### src/rtl/inv_lifting_unit_1d.sv
// ---------------------------------------------------------------------------
// inv_lifting_unit_1d
//
// Undoes one predict/update lifting pair of the 9/7 wavelet along a row.
// Coefficient pairs {d, s} are turned back into sample pairs {x_odd, x_even}:
//   x_even[n] = s[n] - Beta  * (d[n-1] + d[n])
//   x_odd[n]  = d[n] - Alpha * (x_even[n] + x_even[n+1])
// Line edges use symmetric extension (d[-1] = d[0], x_even[N] = x_even[N-1]).
// Two instances with swapped coefficients make up the inverse 1D transform.
//
// Pipeline: input skid buffer -> stage E (x_even) -> stage O (pending pair,
// x_odd) -> output register.
//
// Ports
//   clk_i      clock
//   rst_ni     asynchronous reset, active low
//   s_ready_o  input ready (registered)
//   s_valid_i  input valid
//   s_sof_i    first pair of frame
//   s_eol_i    last pair of line
//   s_data_i   {d, s}
//   m_ready_i  output ready
//   m_valid_o  output valid
//   m_sof_o    first output pair of frame
//   m_eol_o    last output pair of line
//   m_data_o   {x_odd, x_even}
// ---------------------------------------------------------------------------
module inv_lifting_unit_1d #(
  parameter int  DataWidth = 16,
  parameter int  Point     = 10,
  parameter real Alpha     = 0.5,
  parameter real Beta      = 0.25
) (
  input  logic                   clk_i,
  input  logic                   rst_ni,
  output logic                   s_ready_o,
  input  logic                   s_valid_i,
  input  logic                   s_sof_i,
  input  logic                   s_eol_i,
  input  logic [2*DataWidth-1:0] s_data_i,
  input  logic                   m_ready_i,
  output logic                   m_valid_o,
  output logic                   m_sof_o,
  output logic                   m_eol_o,
  output logic [2*DataWidth-1:0] m_data_o
);

  localparam int KaInt = $rtoi(Alpha * (2.0 ** Point));
  localparam int KbInt = $rtoi(Beta * (2.0 ** Point));
  localparam logic signed [2*DataWidth-1:0] KaWide = (2*DataWidth)'(KaInt);
  localparam logic signed [2*DataWidth-1:0] KbWide = (2*DataWidth)'(KbInt);

  localparam logic [1:0] StIdle  = 2'd0;
  localparam logic [1:0] StPend  = 2'd1;
  localparam logic [1:0] StFlush = 2'd2;

  // Input skid buffer
  logic                   r_ready;
  logic                   r_aValid, r_aSof, r_aEol;
  logic [2*DataWidth-1:0] r_aData;
  logic                   r_skValid, r_skSof, r_skEol;
  logic [2*DataWidth-1:0] r_skData;

  // Stage E
  logic                   r_eValid, r_eSof, r_eEol;
  logic [DataWidth-1:0]   r_eXe, r_eD;
  logic [DataWidth-1:0]   r_dPrev;
  logic                   r_first;

  // Stage O
  logic [1:0]             r_state;
  logic [DataWidth-1:0]   r_pXe, r_pD;
  logic                   r_pSof;
  logic                   r_mValid, r_mSof, r_mEol;
  logic [2*DataWidth-1:0] r_mData;

  logic                   w_accept, w_aPop, w_oTake, w_outFree, w_emit, w_lineEnd;
  logic [DataWidth-1:0]   w_aD, w_aS, w_dLeft, w_sumD, w_xe;
  logic [DataWidth-1:0]   w_xeRight, w_sumX, w_xo;
  logic signed [2*DataWidth-1:0] w_sumDExt, w_sumXExt, w_prodE, w_prodO;
  logic                   w_unusedBits;

  assign s_ready_o = r_ready;
  assign m_valid_o = r_mValid;
  assign m_sof_o   = r_mSof;
  assign m_eol_o   = r_mEol;
  assign m_data_o  = r_mData;

  assign w_accept  = s_valid_i & r_ready;
  assign w_outFree = ~r_mValid | m_ready_i;
  assign w_oTake   = r_eValid & ((r_state == StIdle) | ((r_state == StPend) & w_outFree));
  assign w_aPop    = r_aValid & (~r_eValid | w_oTake);

  // Ready only depends on whether the skid slot is occupied, so m_ready_i
  // never reaches s_ready_o combinationally.
  always_ff @(posedge clk_i or negedge rst_ni) begin
    if (!rst_ni) begin
      r_ready   <= 1'b0;
      r_aValid  <= 1'b0;
      r_aSof    <= 1'b0;
      r_aEol    <= 1'b0;
      r_aData   <= '0;
      r_skValid <= 1'b0;
      r_skSof   <= 1'b0;
      r_skEol   <= 1'b0;
      r_skData  <= '0;
    end else if (r_skValid) begin
      r_ready <= w_aPop;
      if (w_aPop) begin
        r_aData   <= r_skData;
        r_aSof    <= r_skSof;
        r_aEol    <= r_skEol;
        r_skValid <= 1'b0;
      end
    end else begin
      r_ready <= ~(w_accept & r_aValid & ~w_aPop);
      if (w_accept) begin
        if (!r_aValid || w_aPop) begin
          r_aValid <= 1'b1;
          r_aData  <= s_data_i;
          r_aSof   <= s_sof_i;
          r_aEol   <= s_eol_i;
        end else begin
          r_skValid <= 1'b1;
          r_skData  <= s_data_i;
          r_skSof   <= s_sof_i;
          r_skEol   <= s_eol_i;
        end
      end else if (w_aPop) begin
        r_aValid <= 1'b0;
      end
    end
  end

  // Stage E: the first pair of a line mirrors its own d as the left neighbour.
  assign w_aD      = r_aData[2*DataWidth-1:DataWidth];
  assign w_aS      = r_aData[DataWidth-1:0];
  assign w_dLeft   = (r_first | r_aSof) ? w_aD : r_dPrev;
  assign w_sumD    = w_dLeft + w_aD;
  assign w_sumDExt = {{DataWidth{w_sumD[DataWidth-1]}}, w_sumD};
  assign w_prodE   = KbWide * w_sumDExt;
  assign w_xe      = w_aS - w_prodE[Point +: DataWidth];

  always_ff @(posedge clk_i or negedge rst_ni) begin
    if (!rst_ni) begin
      r_eValid <= 1'b0;
      r_eSof   <= 1'b0;
      r_eEol   <= 1'b0;
      r_eXe    <= '0;
      r_eD     <= '0;
      r_dPrev  <= '0;
      r_first  <= 1'b1;
    end else if (w_aPop) begin
      r_eValid <= 1'b1;
      r_eSof   <= r_aSof;
      r_eEol   <= r_aEol;
      r_eXe    <= w_xe;
      r_eD     <= w_aD;
      r_dPrev  <= w_aD;
      r_first  <= r_aEol;
    end else if (w_oTake) begin
      r_eValid <= 1'b0;
    end
  end

  // Stage O: the pending pair closes its line either in FLUSH or when a sof
  // pair shows up without a preceding eol; both mirror x_even on the right.
  assign w_lineEnd = (r_state == StFlush) | r_eSof;
  assign w_emit    = w_outFree & (((r_state == StPend) & r_eValid) | (r_state == StFlush));
  assign w_xeRight = w_lineEnd ? r_pXe : r_eXe;
  assign w_sumX    = r_pXe + w_xeRight;
  assign w_sumXExt = {{DataWidth{w_sumX[DataWidth-1]}}, w_sumX};
  assign w_prodO   = KaWide * w_sumXExt;
  assign w_xo      = r_pD - w_prodO[Point +: DataWidth];

  assign w_unusedBits = ^{w_prodE[Point-1:0], w_prodE[2*DataWidth-1:Point+DataWidth],
                          w_prodO[Point-1:0], w_prodO[2*DataWidth-1:Point+DataWidth]};

  always_ff @(posedge clk_i or negedge rst_ni) begin
    if (!rst_ni) begin
      r_state <= StIdle;
      r_pXe   <= '0;
      r_pD    <= '0;
      r_pSof  <= 1'b0;
    end else if (w_oTake) begin
      r_pXe   <= r_eXe;
      r_pD    <= r_eD;
      r_pSof  <= r_eSof;
      r_state <= r_eEol ? StFlush : StPend;
    end else if ((r_state == StFlush) && w_outFree) begin
      r_state <= StIdle;
    end
  end

  always_ff @(posedge clk_i or negedge rst_ni) begin
    if (!rst_ni) begin
      r_mValid <= 1'b0;
      r_mSof   <= 1'b0;
      r_mEol   <= 1'b0;
      r_mData  <= '0;
    end else if (w_outFree) begin
      r_mValid <= w_emit;
      if (w_emit) begin
        r_mData <= {w_xo, r_pXe};
        r_mSof  <= r_pSof;
        r_mEol  <= w_lineEnd;
      end
    end
  end

endmodule

### config.mk
export PLATFORM = sky130hd
export DESIGN_NAME = inv_lifting_unit_1d
export DESIGN_NICKNAME = d
export VERILOG_FILES = /design/src/rtl/inv_lifting_unit_1d.sv
export SDC_FILE = /design/constraint.sdc
export NUM_CORES = 1
export LEC_CHECK = 0
export CAP_MARGIN = 20
export CORE_ASPECT_RATIO = 0.9
export CORE_MARGIN = 4
export CORE_UTILIZATION = 59
export DETAILED_ROUTE_END_ITERATION = 10
export PLACE_DENSITY = 0.8
export REMOVE_ABC_BUFFERS = 1
export SETUP_SLACK_MARGIN = 0.15
export SLEW_MARGIN = 20
export SYNTH_ARGS = -nofsm -noshare
export SYNTH_HDL_FRONTEND = slang
export SYNTH_SLANG_ARGS = --single-unit
export TNS_END_PERCENT = 10
### constraint.sdc
create_clock -name clk_i -period 6.7 [get_ports clk_i]
set_clock_uncertainty 0.1 [all_clocks]
set_input_delay 1.34 -clock clk_i [delete_from_list [all_inputs] [get_ports clk_i]]
set_output_delay 1.34 -clock clk_i [all_outputs]
set_load 0.01 [all_outputs]
# == Word-level counts from Yosys, hierarchy flattened ==
# Cells that the tools add are included.
# classes
bitwise_logic,20
n_eq_ne,4
reduce_logical,13
n_addsub,4
mux,27
# ops
op,count
$mux W32,4
$add A16 B16 Y16,2
$mux W16,2
$sub A16 B16 Y16,2
$mux W1,18
$reduce_bool A2 Y1,5
$reduce_and A3 Y1,3
$and A1 B1 Y1,8
$mux W2,3
$not A1 Y1,6
$or A1 B1 Y1,6
$ne A2 B1 Y1 const B,2
$eq A2 B1 Y1 const B,1
$eq A2 B2 Y1 const B,1
$logic_not A2 Y1,1
$reduce_and A2 Y1,1
$logic_and A1 B1 Y1,1
$logic_not A1 Y1,1
$logic_or A1 B1 Y1,1
# word_totals
output_inout_bits,36
wordCells,91
regBits,177
input_bits,38

# == Longest topological paths before layout ==
# Gate-level depths: netlist of the first run.
# logic_depth
ltp_word,11
depth_mapped,24
ltp_nobuf,23

# == Worst setup path after synthesis of the first run ==
# OpenSTA, ideal clock, no wires.
# synth_timing
path_type,flip-flop to flip-flop
start,register r_state[1]
end,register r_mData[31] (netlist: m_data_o[31])
n_path_buf,1
required_time_ns,6.524
setup_slack_ns,1.693
setup_time_ns,0.076
period_less_slack_ns,5.007
t_arrival_ns,4.831
path_stages_with_launch,22
path_cell_list,dfrtp_1 nor2b_1 nor2_1 mux2_2 ha_1 a21o_1 or4_4 a31o_2 a21o_1 a21o_1 a21oi_1 xor2_1 ha_1 clkbuf_1 a211oi_1 o21ai_0 a21oi_1 a2111oi_0 a31oi_1 o2111ai_1 xnor3_1 o21ai_1
# synth_between
elab_chain_cells,5
elab_cells_between_ends,10
# synth_lines
element,line,rtl
start: declaration,71,logic [1:0] r_state;
start signal: assignment,181,r_state <= StIdle;
start signal: assignment,189,r_state <= r_eEol ? StFlush : StPend;
start signal: assignment,191,r_state <= StIdle;
$eq A2 B2 Y1 or $eq A2 B1 Y1 (tied branches),"168, 169",
$or A1 B1 Y1 or $and A1 B1 Y1 (tied branches),"168, 169",
$mux W16 or $or A1 B1 Y1 (tied branches),"170, 169",
$add A16 B16 Y16 or $and A1 B1 Y1 (tied branches),"171, 169",
$sub A16 B16 Y16 or $reduce_and A2 Y1 (tied branches),n/a,
end signal: assignment,204,"r_mData <= {w_xo, r_pXe};"
end: declaration,75,logic [2*DataWidth-1:0] r_mData;
# Parallel ways exist; a longest one is shown, timed or not.
# A chain may end at the register's enable or synchronous reset.

# == Worst setup path in the final report of the first run ==
# Ends and elaborated chain as after synthesis.

==> run_results.csv, run 1 <==
group,metric,value,unit
run_status,status,"finished clean",
clock_network,htree_levels,4,
timing,tightest_slew,1.09,ns
finish,fillCellCount,1232,
clock_network,clk_path_buf_depth,2,
logic_synthesis,synth_compound_area_share,11.2,%
floorplanning,io_pins,74,
floorplanning,die_h,130,um
logic_synthesis,synthMuxAreaShare,16.7,%
logic_synthesis,ys_seq_area_share,45.3,%
placement,dp_hpwl,13400,um
logic_synthesis,async_flop_share,100,%
critical_path,path_cells,"nor2b_1 > nor2_1 > buf_4 > mux2_2 > ha_1 > a21o_1 > or4_4 > a31o_2 > a21o_1 > a21o_1 > a21oi_1 > xor2_1 > ha_1 > a211oi_1 > o21ai_0 > a21oi_1 > a2111oi_0 > a31oi_1 > o2111ai_1 > xnor3_1 > o21ai_1",
logic_synthesis,synth-xor-area-share,4.58,%
placement,place_congestion,0.928,
clock_network,clock_sinks,177,
route,dr.first_iter.drc_count,421,
clock_network,clkSlewWorstSetupHoldPaths,0.06,ns
global_routing,grt_pass1_wl,31900,um
critical_path,worstSetupStartpointType,"flop",
logic_synthesis,syn_area_per_cell,10.6,um2
timing,max_clock_freq,0.190,GHz
clock_network,postCtsSetupBuffers,0,
global_routing,overflow,0,
floorplanning,die_x,144,um
placement,io_buffers,73,
global_routing,track_usage,21.3,%
clock_network,cts_resized,0,
timing,rsz0062_at_grt,"no",
finish,area_delta_synth_final,15.5,%
critical_path,path_delay_family,"compound AO/OA/AOI/OAI gates",
logic_synthesis,synth_adder_area_share,8.17,%
route,dr.pass1.iters,4,
logic_synthesis,synth-simple-area-share,12.0,%
finish,layout.area.seq,4430,um2
critical_path,cp_max_fo,16,
critical_path,endpoint_kind,"flop",
critical_path,slowest_stage,"or4_4",
job,cap_violations,0,
logic_synthesis,synth_area_leaders,"dfrtp_1 (45%), mux2_2 (13%), ha_1 (7.6%)",
hold_path,hold_class,"reg2reg",
logic_synthesis,synth_top_family_by_area,"multiplexers",
finish,multi_input_area,5160,um2
logic_synthesis,synth_ff_type,"dfrtp_1",
timing,fin_crit_sh,78.7,%
timing,finalSetupTns,0,ns
global_routing,antenna_found_initial,0,
timing,period_needed,5.27,ns
route,drcViolationCount,0,
logic_synthesis,synth-warning-count,0,
logic_synthesis,syn_inst,920,
timing,slew-limit-headroom,27.6,%
finish,layout-drive-gt1-share,17.0,%
finish,final_cell_mix,"dfrtp_1 (175), nand2_1 (139), mux2_2 (114), o21ai_0 (78), clkdlybuf4s50_1 (72)",
global_routing,grt_pass1_vias,6578,
logic_synthesis,yosysTopAreaCell,"dfrtp_1",
logic_synthesis,yosysTopAreaCellShare,45.1,%
critical_path,crit_buf_inv,1,
critical_path,path_class,"reg2reg",
finish,num_antenna_cells,0,
critical_path,crit_top_cell,"a21o_1",
timing,finalHoldViolations,0,
clock_network,clockRootBuffer,"clkbuf_16",
route,drtAntennaViolNets,0,
clock_network,clock_latency,0.43,ns
route,viasPerCell,5.67,
finish,final_common_cell,"dfrtp_1",
timing,final-setup-viol-count,0,
floorplanning,row_count,44,
route,routed_wl,18800,um
global_routing,grt_max_degree,80,
logic_synthesis,synth_edf_count,0,
clock_network,postCtsHoldBufs,0,
timing,report.final.slew_viol_count,0,
critical_path,cp.required,6.88,ns
floorplanning,start_util,60.4,%
route,via_count,6836,
clock_network,cts_tree,"done",
clock_network,cts_buffers,17,
floorplanning,die_area,18700,um2
finish,fin_nets,1086,
floorplanning,coreArea,16200,um2
critical_path,cp_slowest_stage_delay,0.49,ns
route,wl_per_cell,15.6,um
logic_synthesis,synthesis.area,9770,um2
critical_path,cp.arrival,5.45,ns
logic_synthesis,yosysUniqueCellTypes,58,
logic_synthesis,synth_seq_cells,177,
worst register-to-register path: cells and delay by family, from the launching register on:
kind            cells  cell delay, ns
buf+inv             1            0.26
compound gates     12            2.12
simple gates        3            0.80
mux                 1            0.38
fa+ha+maj           2            0.66
xor+xnor            2            0.40
flops               1            0.42
cell type report:
type / count / area share [%]
Clock buffer: 25 / 4.48
Timing Repair Buffer: 82 / 7.08
Tap cell: 207 / 2.29
Inverter: 17 / 0.565
Sequential cell: 177 / 39.3
Multi-Input combinational cell: 691 / 45.7
Clock inverter: 7 / 0.654
Yosys cell counts (6+ instances only):
| cell | n |
|---|---|
| nor2b_1 | 7 |
| dfrtp_1 | 176 |
| xor2_1 | 25 |
| nand3_1 | 10 |
| o21a_1 | 9 |
| o211ai_1 | 6 |
| o21ai_0 | 78 |
| mux2i_1 | 35 |
| nand2b_1 | 11 |
| and3_1 | 7 |
| mux2_2 | 114 |
| clkbuf_1 | 29 |
| inv_1 | 17 |
| nor3_1 | 17 |
| buf_1 | 6 |
| a31oi_1 | 6 |
| a21oi_1 | 26 |
| ha_1 | 59 |
| or2_2 | 7 |
| nor2_1 | 34 |
| nand2_1 | 139 |
| a21o_1 | 9 |
| xnor2_1 | 21 |
through the flow:
| step | utilization [%] | instances | worst slack (ns) | hold WS, ns | area [um2] |
|---|---|---|---|---|---|
| 2_1_floorplan | - | 885 | 1.44 | 0.333 | 9640 |
| 3_3_place_gp | 66.1 | 1174 | 1.57 | 0.355 | 10700 |
| 3_5_place_dp | 66.1 | 1174 | 1.51 | 0.359 | 10700 |
| 4_1_cts | 69.7 | 1206 | 1.43 | 0.373 | 11300 |
| 5_1_grt | 69.8 | 1206 | 1.10 | 0.393 | 11300 |
| 6_report | 69.8 | 1206 | 1.43 | 0.370 | 11300 |
layer usage:
| layer | track usage (%) | wire, um | vias up |
|---|---|---|---|
| met5 | 0 | 0 | - |
| met4 | 5.48 | 235 | 0 |
| li1 | - | - | 3432 |
| met1 | 31.0 | 9480 | 3266 |
| met2 | 32.9 | 8270 | 116 |
| met3 | 4.65 | 806 | 22 |
final timing paths:
path	from	to	slack [ns]	depth (start not counted)
min in group asynchronous	rst_ni	r_skData[0]$_DFFE_PN0P_	0.84	1
worst max-delay path	r_state[1]$_DFFE_PN0P_	m_data_o[31]$_DFFE_PN0P_	1.43	21
worst min register to register	m_data_o[6]$_DFFE_PN0P_	m_data_o[6]$_DFFE_PN0P_	0.37	2
worst max register to register	r_state[1]$_DFFE_PN0P_	m_data_o[31]$_DFFE_PN0P_	1.43	21
worst min-delay path	m_data_o[6]$_DFFE_PN0P_	m_data_o[6]$_DFFE_PN0P_	0.37	2
max in group asynchronous	rst_ni	r_skValid$_DFF_PN0_	4.53	2
registers in the layout, indices dropped and copies added (netlist names), 2 cells and up:
name,cells
m_data_o,32
r_aData,32
r_dPrev,16
r_eXe,16
r_pD,16
r_pXe,16
r_skData,32
r_state,2
logic make-up (layout without fill, tap and decap cells):
logic type,after synthesis,after routing
AO/OA/AOI/OAI,174,174
flip-flops,177,177
multiplexers,149,149
XOR/XNOR,48,48
adder cells (fa/ha/maj),62,62
buffers and inverters,52,131
AND/OR/NAND/NOR,258,258
Power of run 1 is not shown: default switching activity piles up to over one toggle a cycle in this logic, so the estimate is an artifact.
==> run 2: changes to the inputs <==
clock period = 5.3 ns   (was 6.7 ns; I/O delays follow)
==> run 2 against run 1 <==
  * Largest cell class unchanged
  * Critical endpoint unchanged
  * First-iteration DRC count decreased by 6.9%
  * Final area is 0.62% higher
  * Setup slack got worse by 1.1 ns
  * Die area unchanged
==> run_results.csv, run 2 (synthesis results as in run 1) <==
group,metric,value,unit
run_status,status,"finished clean",
route,wl_met1,9360,um
clock_network,clock_sinks,177,
floorplanning,io_pins,74,
finish,fillCellCount,1241,
route,dr.pass1.iters,4,
clock_network,clk_path_buf_depth,2,
clock_network,cts_buffers,17,
floorplanning,coreArea,16200,um2
clock_network,clock_latency,0.45,ns
floorplanning,die_area,18700,um2
clock_network,clkSlewWorstSetupHoldPaths,0.06,ns
floorplanning,die_x,144,um
clock_network,htree_levels,4,
finish,fin_nets,1090,
timing,tightest_slew,0.979,ns
global_routing,overflow,0,
timing,slew-limit-headroom,34.8,%
route,drcViolationCount,0,
global_routing,grt_pass1_wl,32200,um
route,via_count,6838,
finish,area_delta_synth_final,16.2,%
route,dr_wl_met3,931,um
global_routing,track_usage,21.8,%
timing,final-setup-viol-count,0,
placement,place_ws,0.192,ns
floorplanning,start_util,60.4,%
timing,fin_crit_sh,93.3,%
route,viasPerCell,5.65,
route,wl_met2,8770,um
critical_path,endpoint_kind,"flop",
clock_network,clockRootBuffer,"clkbuf_16",
finish,final_cell_mix,"dfrtp_1 (175), nand2_1 (139), mux2_2 (114), o21ai_0 (77), clkdlybuf4s50_1 (72)",
route,dr.first_iter.drc_count,392,
global_routing,grt_max_degree,113,
hold_path,hold_class,"reg2reg",
floorplanning,die_h,130,um
placement,place_congestion,0.887,
timing,report.final.slew_viol_count,0,
critical_path,cp.required,5.56,ns
placement,dp_hpwl,13700,um
floorplanning,row_count,44,
critical_path,path_cells,"nor2b_2 > nor2_2 > mux2_2 > ha_1 > a21o_1 > or4_4 > a31o_2 > a21o_1 > a21o_1 > a21oi_1 > xor2_1 > ha_4 > a211oi_2 > o21ai_0 > a21oi_2 > a2111oi_1 > a31oi_1 > o2111ai_1 > xnor3_1 > o21ai_1",
clock_network,cts_tree,"done",
critical_path,cp_slowest_stage_delay,0.50,ns
critical_path,crit_top_cell,"a21o_1",
finish,final_common_cell,"dfrtp_1",
critical_path,crit_buf_inv,0,
critical_path,path_delay_family,"compound AO/OA/AOI/OAI gates",
critical_path,slowest_stage,"or4_4",
timing,finalSetupTns,0,ns
global_routing,antenna_found_initial,0,
global_routing,grt_pass1_vias,6616,
critical_path,path_class,"reg2reg",
route,routed_wl,19200,um
job,cap_violations,0,
finish,num_antenna_cells,0,
timing,worst_slack,0.355,ns
route,top_layer,"met4",
critical_path,cp_max_fo,8,
timing,period_needed,4.94,ns
critical_path,worstSetupStartpointType,"flop",
timing,finalHoldViolations,0,
timing,max_clock_freq,0.202,GHz
timing,rsz0062_at_grt,"yes",
route,wl_per_cell,15.9,um
route,drtAntennaViolNets,0,
finish,layout-drive-gt1-share,18.2,%
placement,io_buffers,73,
critical_path,cp.arrival,5.21,ns
run 2: cell count changes in the layout (fill, tap and decap cells not counted), moves of 2 or more:
cell and change:
clkbuf_1 -2, ha_1 -2, clkinvlp_4 -2, nor2_1 -2, inv_6 +2, clkinv_4 +2, buf_6 +2, clkinv_2 +2
clkbuf_8 -2, buf_4 +2
run 2: cell type report:
| class | count | area, um2 | area share (%) |
|---|---|---|---|
| multi-input combinational | 691 | 5190 | 45.7 |
| sequential | 177 | 4430 | 39.0 |
| timing repair buffer | 86 | 837 | 7.37 |
| clock buffer | 21 | 470 | 4.14 |
| tap | 207 | 259 | 2.28 |
| clock inverter | 11 | 104 | 0.914 |
| inverter | 17 | 63.8 | 0.562 |
run 2: tightest hold or removal path, delay by kind of cell, from the launching register on:
family        cells  cell delay (ns)
flops             1             0.34
simple gates      2             0.10
run 2: layer usage:
layer / vias to the layer above / global-route usage, %
li1: 3421 / -
met1: 3292 / 31.3
met2: 113 / 33.8
met3: 12 / 4.65
met4: 0 / 6.20
met5: - / 0
run 2: stage by stage:
step | cells | utilization [%] | cell area (um2) | hold WS [ns]
2_1_floorplan | 885 | - | 9640 | 0.333
3_3_place_gp | 1177 | 66.3 | 10700 | 0.358
3_5_place_dp | 1177 | 66.3 | 10700 | 0.362
4_1_cts | 1209 | 69.8 | 11300 | 0.376
5_1_grt | 1210 | 70.2 | 11400 | 0.393
6_report | 1210 | 70.2 | 11400 | 0.371
run 2: path summary, 6_finish.rpt:
path / start / end / slack [ns] / cells after the start
max in group asynchronous: rst_ni / r_pD[8]$_DFFE_PN0P_ / 3.42 / 2
max: r_state[1]$_DFFE_PN0P_ / m_data_o[31]$_DFFE_PN0P_ / 0.36 / 20
min in group asynchronous: rst_ni / r_skData[0]$_DFFE_PN0P_ / 0.63 / 1
min reg2reg: m_data_o[23]$_DFFE_PN0P_ / m_data_o[23]$_DFFE_PN0P_ / 0.37 / 2
max reg2reg: r_state[1]$_DFFE_PN0P_ / m_data_o[31]$_DFFE_PN0P_ / 0.36 / 20
min: m_data_o[23]$_DFFE_PN0P_ / m_data_o[23]$_DFFE_PN0P_ / 0.37 / 2
run 2: what timing repair did:
action | CTS | global route
gates resized for setup | 0 | 13
setup buffers | 0 | 1
hold buffers | 0 | 0
endpoints found under the setup margin | 0 | 2
Power of run 2 is left out for the same reason.
